### src/rtl/fifo_uart_drain.sv
// Purpose: pops bytes from an 8-bit FIFO and serialises them as 8N1 UART frames, LSB first.
// Latency: start bit begins 3 cycles after the pop decision; each frame lasts 10*CLK_PER_BIT cycles.
// Backpressure: pops only in IDLE, only when tx_en is high and the FIFO is non-empty, at most one byte per frame.
//
// Ports:
//   clk            system clock, rising edge
//   rst            synchronous reset, active-high
//   tx_en          permission to start new frames (sampled in IDLE only)
//   left_sig       FIFO free-slot count; DEEP (or more) means empty
//   read_req       one-cycle FIFO pop request
//   FIFO_read_data FIFO output register, valid the cycle after read_req
//   tx_out         serial line, idle high
//   busy           high whenever the FSM is not in IDLE
//   byte_done      one-cycle pulse on the last cycle of each stop bit
module fifo_uart_drain #(
    parameter int DEEP        = 4,
    parameter int CLK_PER_BIT = 16
) (
    input  logic       clk,
    input  logic       rst,
    input  logic       tx_en,
    input  logic [2:0] left_sig,
    output logic       read_req,
    input  logic [7:0] FIFO_read_data,
    output logic       tx_out,
    output logic       busy,
    output logic       byte_done
);

    typedef enum logic [2:0] {
        S_IDLE,
        S_REQ,
        S_LOAD,
        S_START,
        S_DATA,
        S_STOP
    } state_t;

    localparam logic [15:0] BAUD_LAST = 16'(CLK_PER_BIT - 1);
    // byte_done is registered, so it is set one cycle before the stop bit's last cycle
    localparam logic [15:0] BAUD_PRE  = 16'(CLK_PER_BIT - 2);
    localparam logic [2:0]  DEEP_L    = 3'(DEEP);

    state_t      state_q;
    logic [7:0]  shift_q;
    logic [2:0]  bit_cnt_q;
    logic [15:0] baud_cnt_q;
    logic        read_req_q;
    logic        tx_q;
    logic        busy_q;
    logic        byte_done_q;

    logic        bit_end;
    logic        fifo_has_data;

    assign bit_end       = (baud_cnt_q == BAUD_LAST);
    // Any count at or above DEEP (including illegal values) reads as empty
    assign fifo_has_data = (left_sig < DEEP_L);

    always_ff @(posedge clk) begin
        if (rst) begin
            state_q     <= S_IDLE;
            shift_q     <= 8'h00;
            bit_cnt_q   <= 3'd0;
            baud_cnt_q  <= 16'd0;
            read_req_q  <= 1'b0;
            tx_q        <= 1'b1;
            busy_q      <= 1'b0;
            byte_done_q <= 1'b0;
        end else begin
            byte_done_q <= 1'b0;
            case (state_q)
                S_IDLE: begin
                    tx_q <= 1'b1;
                    if (tx_en && fifo_has_data) begin
                        read_req_q <= 1'b1;
                        busy_q     <= 1'b1;
                        state_q    <= S_REQ;
                    end
                end
                S_REQ: begin
                    read_req_q <= 1'b0;
                    state_q    <= S_LOAD;
                end
                S_LOAD: begin
                    // FIFO output register holds the popped byte during this cycle
                    shift_q    <= FIFO_read_data;
                    tx_q       <= 1'b0;
                    bit_cnt_q  <= 3'd0;
                    baud_cnt_q <= 16'd0;
                    state_q    <= S_START;
                end
                S_START: begin
                    if (bit_end) begin
                        baud_cnt_q <= 16'd0;
                        tx_q       <= shift_q[0];
                        shift_q    <= shift_q >> 1;
                        state_q    <= S_DATA;
                    end else begin
                        baud_cnt_q <= baud_cnt_q + 16'd1;
                    end
                end
                S_DATA: begin
                    if (bit_end) begin
                        baud_cnt_q <= 16'd0;
                        if (bit_cnt_q == 3'd7) begin
                            tx_q    <= 1'b1;
                            state_q <= S_STOP;
                        end else begin
                            bit_cnt_q <= bit_cnt_q + 3'd1;
                            tx_q      <= shift_q[0];
                            shift_q   <= shift_q >> 1;
                        end
                    end else begin
                        baud_cnt_q <= baud_cnt_q + 16'd1;
                    end
                end
                S_STOP: begin
                    if (bit_end) begin
                        baud_cnt_q <= 16'd0;
                        busy_q     <= 1'b0;
                        state_q    <= S_IDLE;
                    end else begin
                        baud_cnt_q <= baud_cnt_q + 16'd1;
                        if (baud_cnt_q == BAUD_PRE) begin
                            byte_done_q <= 1'b1;
                        end
                    end
                end
                default: begin
                    read_req_q <= 1'b0;
                    tx_q       <= 1'b1;
                    busy_q     <= 1'b0;
                    state_q    <= S_IDLE;
                end
            endcase
        end
    end

    assign read_req  = read_req_q;
    assign tx_out    = tx_q;
    assign busy      = busy_q;
    assign byte_done = byte_done_q;

endmodule
### config.mk
export PLATFORM = sky130hd
export DESIGN_NAME = fifo_uart_drain
export DESIGN_NICKNAME = d
export VERILOG_FILES = /design/src/rtl/fifo_uart_drain.sv
export SDC_FILE = /design/constraint.sdc
export NUM_CORES = 1
export LEC_CHECK = 0
export CAP_MARGIN = 0
export CORE_MARGIN = 4
export CORE_UTILIZATION = 50
export CTS_CLUSTER_SIZE = 8
export DETAILED_ROUTE_END_ITERATION = 12
export PLACE_DENSITY = 0.82
export SLEW_MARGIN = 30
export SYNTH_ARGS = -nofsm -noshare
export SYNTH_HDL_FRONTEND = slang
export SYNTH_SLANG_ARGS = --single-unit
### constraint.sdc
create_clock -name clk -period 5.4 [get_ports clk]
set_input_delay 1.08 -clock clk [delete_from_list [all_inputs] [get_ports clk]]
set_output_delay 1.08 -clock clk [all_outputs]
set_load 0.1 [all_outputs]
==> reports/summary.log <==
INFO  status         outcome=completed
INFO  drt            detailed_route_drc_error_count=0
INFO  clock_tree     cts.hold.buffers_added=0
INFO  synthesis      synth-seq-area-share=0.384
INFO  clock_tree     cts.reportedPaths.clkPinSlew=0.10ns
INFO  final_layout   final_layout_size_suffix_gt1_frac=0.0625
INFO  setup_path     cp_cell_sequence=clkdlybuf4s50_1
INFO  final_layout   flow.area_growth_from_synthesis=10.7%
INFO  placement      pre_cts_slack=2.01ns
INFO  synthesis      average_cell_area_after_synthesis=8.24µm²
INFO  setup_path     worst_setup_path_start_kind=flop
INFO  clock_tree     postCtsSetupBuffers=0
INFO  die            start_util=0.523
INFO  die            placeableCoreArea=0.00339mm²
INFO  synthesis      yosys_register_bits=34
INFO  clock_tree     cts-root-buf=sky130_fd_sc_hd__clkbuf_4
INFO  final_layout   diodes=0
INFO  sta            fin_setup_tns=0ns
INFO  sta            final-max-slew-violation-count=0
INFO  drt            first_pass_iters=4
INFO  synthesis      synth_area=0.00177mm²
INFO  global_route   use_met3=0.0399
INFO  global_route   global_route.overflow_total=0
INFO  clock_tree     cts_num_sinks=34
INFO  placement      finalWeightedCongestion=0.842
INFO  sta            fmax=346MHz
INFO  setup_path     worstPathBufferInverterCount=1
INFO  setup_path     cp_slowest_cell=sky130_fd_sc_hd__clkdlybuf4s50_1
INFO  sta            worst_slew_margin_rel=0.354
INFO  pwr            ir_worst_vdd=0.000146V
INFO  global_route   antenna_found_initial=0
INFO  synthesis      yosysWarningCount=0
INFO  setup_path     worst_path_dominant_cell_family=buffers and inverters
INFO  placement      numPlacedInstances=263
INFO  setup_path     cp_data_required_time=4.32ns
INFO  min_path       holdCritPathClass=flop to flop
INFO  pwr            powerDensity=235mW/mm²
INFO  die            die-area=0.00456mm²
INFO  sta            tightestPinTransition=0.967ns
INFO  setup_path     ff2ff_setup_slack=3.07ns
INFO  die            rows=21
INFO  synthesis      syn_inst=215
INFO  die            io_pins=18
INFO  die            y_dimension_of_the_die=67.5µm
INFO  sta            worst_slack=2.51ns
INFO  pwr            leakage_power=0.690nW
INFO  setup_path     critPathKind=flop to output port
INFO  global_route   maximum_number_of_pins_on_one_net_before_global_route_repair=30
INFO  global_route   vias_in_the_first_global_route=1456
INFO  clock_tree     post_cts_resize_count=0
INFO  sta            grt_setup_unrepaired=false
INFO  sta            finalCritPeriodShare=0.535
INFO  drt            vias_per_cell=5.73
INFO  min_path       timing.hold.worst_path_depth=2
INFO  global_route   grt-busiest-layer=met2
INFO  drt            routed_wirelength=3.51mm
INFO  die            fp.dieW=67.5µm
INFO  setup_path     crit_arrival=1.81ns
INFO  global_route   gr-usage-met1=0.220
INFO  setup_path     reg2reg_to=baud_cnt_q[12]$_SDFFE_PP0P_
INFO  clock_tree     cts_buffer_depth=2
INFO  setup_path     critical-path-max-stage-delay=1.13ns
INFO  final_layout   nNetsFinal=243
INFO  synthesis      synth.top_cells.by_area=sky130_fd_sc_hd__dfxtp_1, sky130_fd_sc_hd__a21oi_1, sky130_fd_sc_hd__mux2i_1
INFO  clock_tree     worst_skew_pair.late_latency=0.33ns
INFO  drt            detailroute.via_count=1547
INFO  clock_tree     htree_levels=2
INFO  min_path       worstHoldStart=bit_cnt_q[1]$_SDFFE_PP0P_
INFO  global_route   grt_pass1_wl=6.10mm
INFO  final_layout   utilization=0.578
INFO  drt            drtIter0Drc=103
INFO  setup_path     timing.critical_path.fanout_max=2
INFO  placement      buffer_ports.inserted=15
INFO  min_path       end_point_of_the_most_critical_hold_path=bit_cnt_q[1]$_SDFFE_PP0P_
INFO  synthesis      mappedNetlistNets=234
INFO  clock_tree     cts_tree=yes
INFO  sta            report.final.hold_viol_count=0
INFO  drt            antenna_left=0
INFO  placement      dpl.hpwl=2.47mm
INFO  synthesis      postSynth.asyncResetShare=0
INFO  setup_path     rr_startpoint=state_q[2]$_SDFFE_PP0P_
INFO  synthesis      synth_largest_type_area_fraction=0.384
INFO  synthesis      synth.lib_cells_used.distinct=43
INFO  sta            period_minus_slack=2.89ns
INFO  setup_path     endpoint_kind=output port
INFO  synthesis      postSynth.topFlopCell=sky130_fd_sc_hd__dfxtp_1
INFO  global_route   global_route.usage.total=0.173
INFO  drt            routedWlPerCell=13.0µm
INFO  job            timing.max_cap.violations=0
INFO  clock_tree     cts_made_buffers=5
INFO  final_layout   layout.cells.non_filler=270
INFO  global_route   met2_usage=0.288
INFO  sta            setup_viol=0
INFO  synthesis      synth_edf_count=0
INFO  setup_path     number_of_cells_traversed_by_the_worst_register_to_register_path=5
INFO  sta            skew=0.00696ns
INFO  synthesis      synth_top_area_cell=sky130_fd_sc_hd__dfxtp_1
worst max path at each step:
| stage | depth (start not counted) | slack (ns) | endpoint | startpoint |
|---|---|---|---|---|
| 6_report | 1 | 2.51 | read_req | read_req$_SDFFE_PP0P_ |
| 5_1_grt | 1 | 2.45 | busy | busy$_SDFFE_PP0P_ |
| 4_1_cts | 4 | 2.36 | baud_cnt_q[12]$_SDFFE_PP0P_ | rst |
| 3_5_place_dp | 4 | 2.01 | baud_cnt_q[12]$_SDFFE_PP0P_ | rst |
| 3_3_place_gp | 4 | 1.79 | baud_cnt_q[5]$_SDFFE_PP0P_ | rst |
| 2_1_floorplan | 4 | 3.23 | baud_cnt_q[12]$_SDFFE_PP0P_ | rst |
kinds of logic after synthesis:
logic type	Yosys count	synth area share
and+or+nand+nor	96	0.295
adders and majority gates	5	0.0353
xor gates and xnor gates	4	0.0198
DFF	34	0.384
AOI/OAI and AO/OA	50	0.174
buffers and inverters	18	0.0466
muxes	8	0.0452
routing by layer:
layer,share of wire,vias to the layer above
li1,-,798
met3,0.046,5
met5,0,-
met4,0.0091,0
met1,0.50,715
met2,0.44,29
state kept, by name, summed over array words and instances (netlist names):
| signal | flops |
|---|---|
| shift_q | 8 |
| tx_out | 1 |
| baud_cnt_q | 16 |
| byte_done | 1 |
| state_q | 3 |
| bit_cnt_q | 3 |
| busy | 1 |
| read_req | 1 |
power by group:
part           switching, mW  total (mW)  leakage [nW]  internal (mW)
Clock                 0.0813       0.130        0.0254         0.0491
Combinational         0.0373      0.0622         0.389         0.0249
Sequential           0.00827       0.267         0.276          0.259
cells in the mapped netlist, types with 2 or more instances:
cell type                  instances
sky130_fd_sc_hd__or3_1             6
sky130_fd_sc_hd__dfxtp_1          34
sky130_fd_sc_hd__or3b_2            2
sky130_fd_sc_hd__buf_4             2
sky130_fd_sc_hd__a211oi_1          9
sky130_fd_sc_hd__o21ai_0           7
sky130_fd_sc_hd__clkbuf_2          2
sky130_fd_sc_hd__nand3_1          14
sky130_fd_sc_hd__nand2_1          16
sky130_fd_sc_hd__nor2b_1           2
sky130_fd_sc_hd__inv_1             5
sky130_fd_sc_hd__nor2_1           20
sky130_fd_sc_hd__and3_1            4
sky130_fd_sc_hd__xor2_1            4
sky130_fd_sc_hd__buf_2             4
sky130_fd_sc_hd__mux2i_1           8
sky130_fd_sc_hd__a21oi_1          19
sky130_fd_sc_hd__nand2b_1          7
sky130_fd_sc_hd__a31oi_1           6
sky130_fd_sc_hd__clkbuf_1          5
sky130_fd_sc_hd__nor4_1            4
sky130_fd_sc_hd__nand4_1           4
sky130_fd_sc_hd__ha_1              5
sky130_fd_sc_hd__nor3_1            7
layout make-up:
cell class,instances,area [µm²]
Fill cell,323,1430
Multi-Input combinational cell,163,1010
Sequential cell,34,681
Timing Repair Buffer,15,145
Tap cell,46,57.6
Clock buffer,7,45.0
Inverter,5,18.8
placed cells by master (no fill, tap or decap), types with 7 or more instances in the layout:
cell,n
sky130_fd_sc_hd__nand2_1,16
sky130_fd_sc_hd__a21oi_1,19
sky130_fd_sc_hd__clkdlybuf4s50_1,14
sky130_fd_sc_hd__nand2b_1,7
sky130_fd_sc_hd__a211oi_1,9
sky130_fd_sc_hd__dfxtp_1,34
sky130_fd_sc_hd__nand3_1,14
sky130_fd_sc_hd__nor2_1,20
sky130_fd_sc_hd__o21ai_0,7
sky130_fd_sc_hd__mux2i_1,8
through the flow:
| stage | instance area [µm²] | total power, mW | hold slack [ns] |
|---|---|---|---|
| after floorplan | 1770 | 0.319 | 0.447 |
| after global placement | 1920 | 0.335 | 0.461 |
| after detailed placement | 1920 | 0.336 | 0.468 |
| after CTS | 1970 | 0.463 | 0.481 |
| after global routing | 1960 | 0.482 | 0.514 |
| final | 1960 | 0.460 | 0.477 |
No activity file was read; power rests on OpenSTA's default activity.
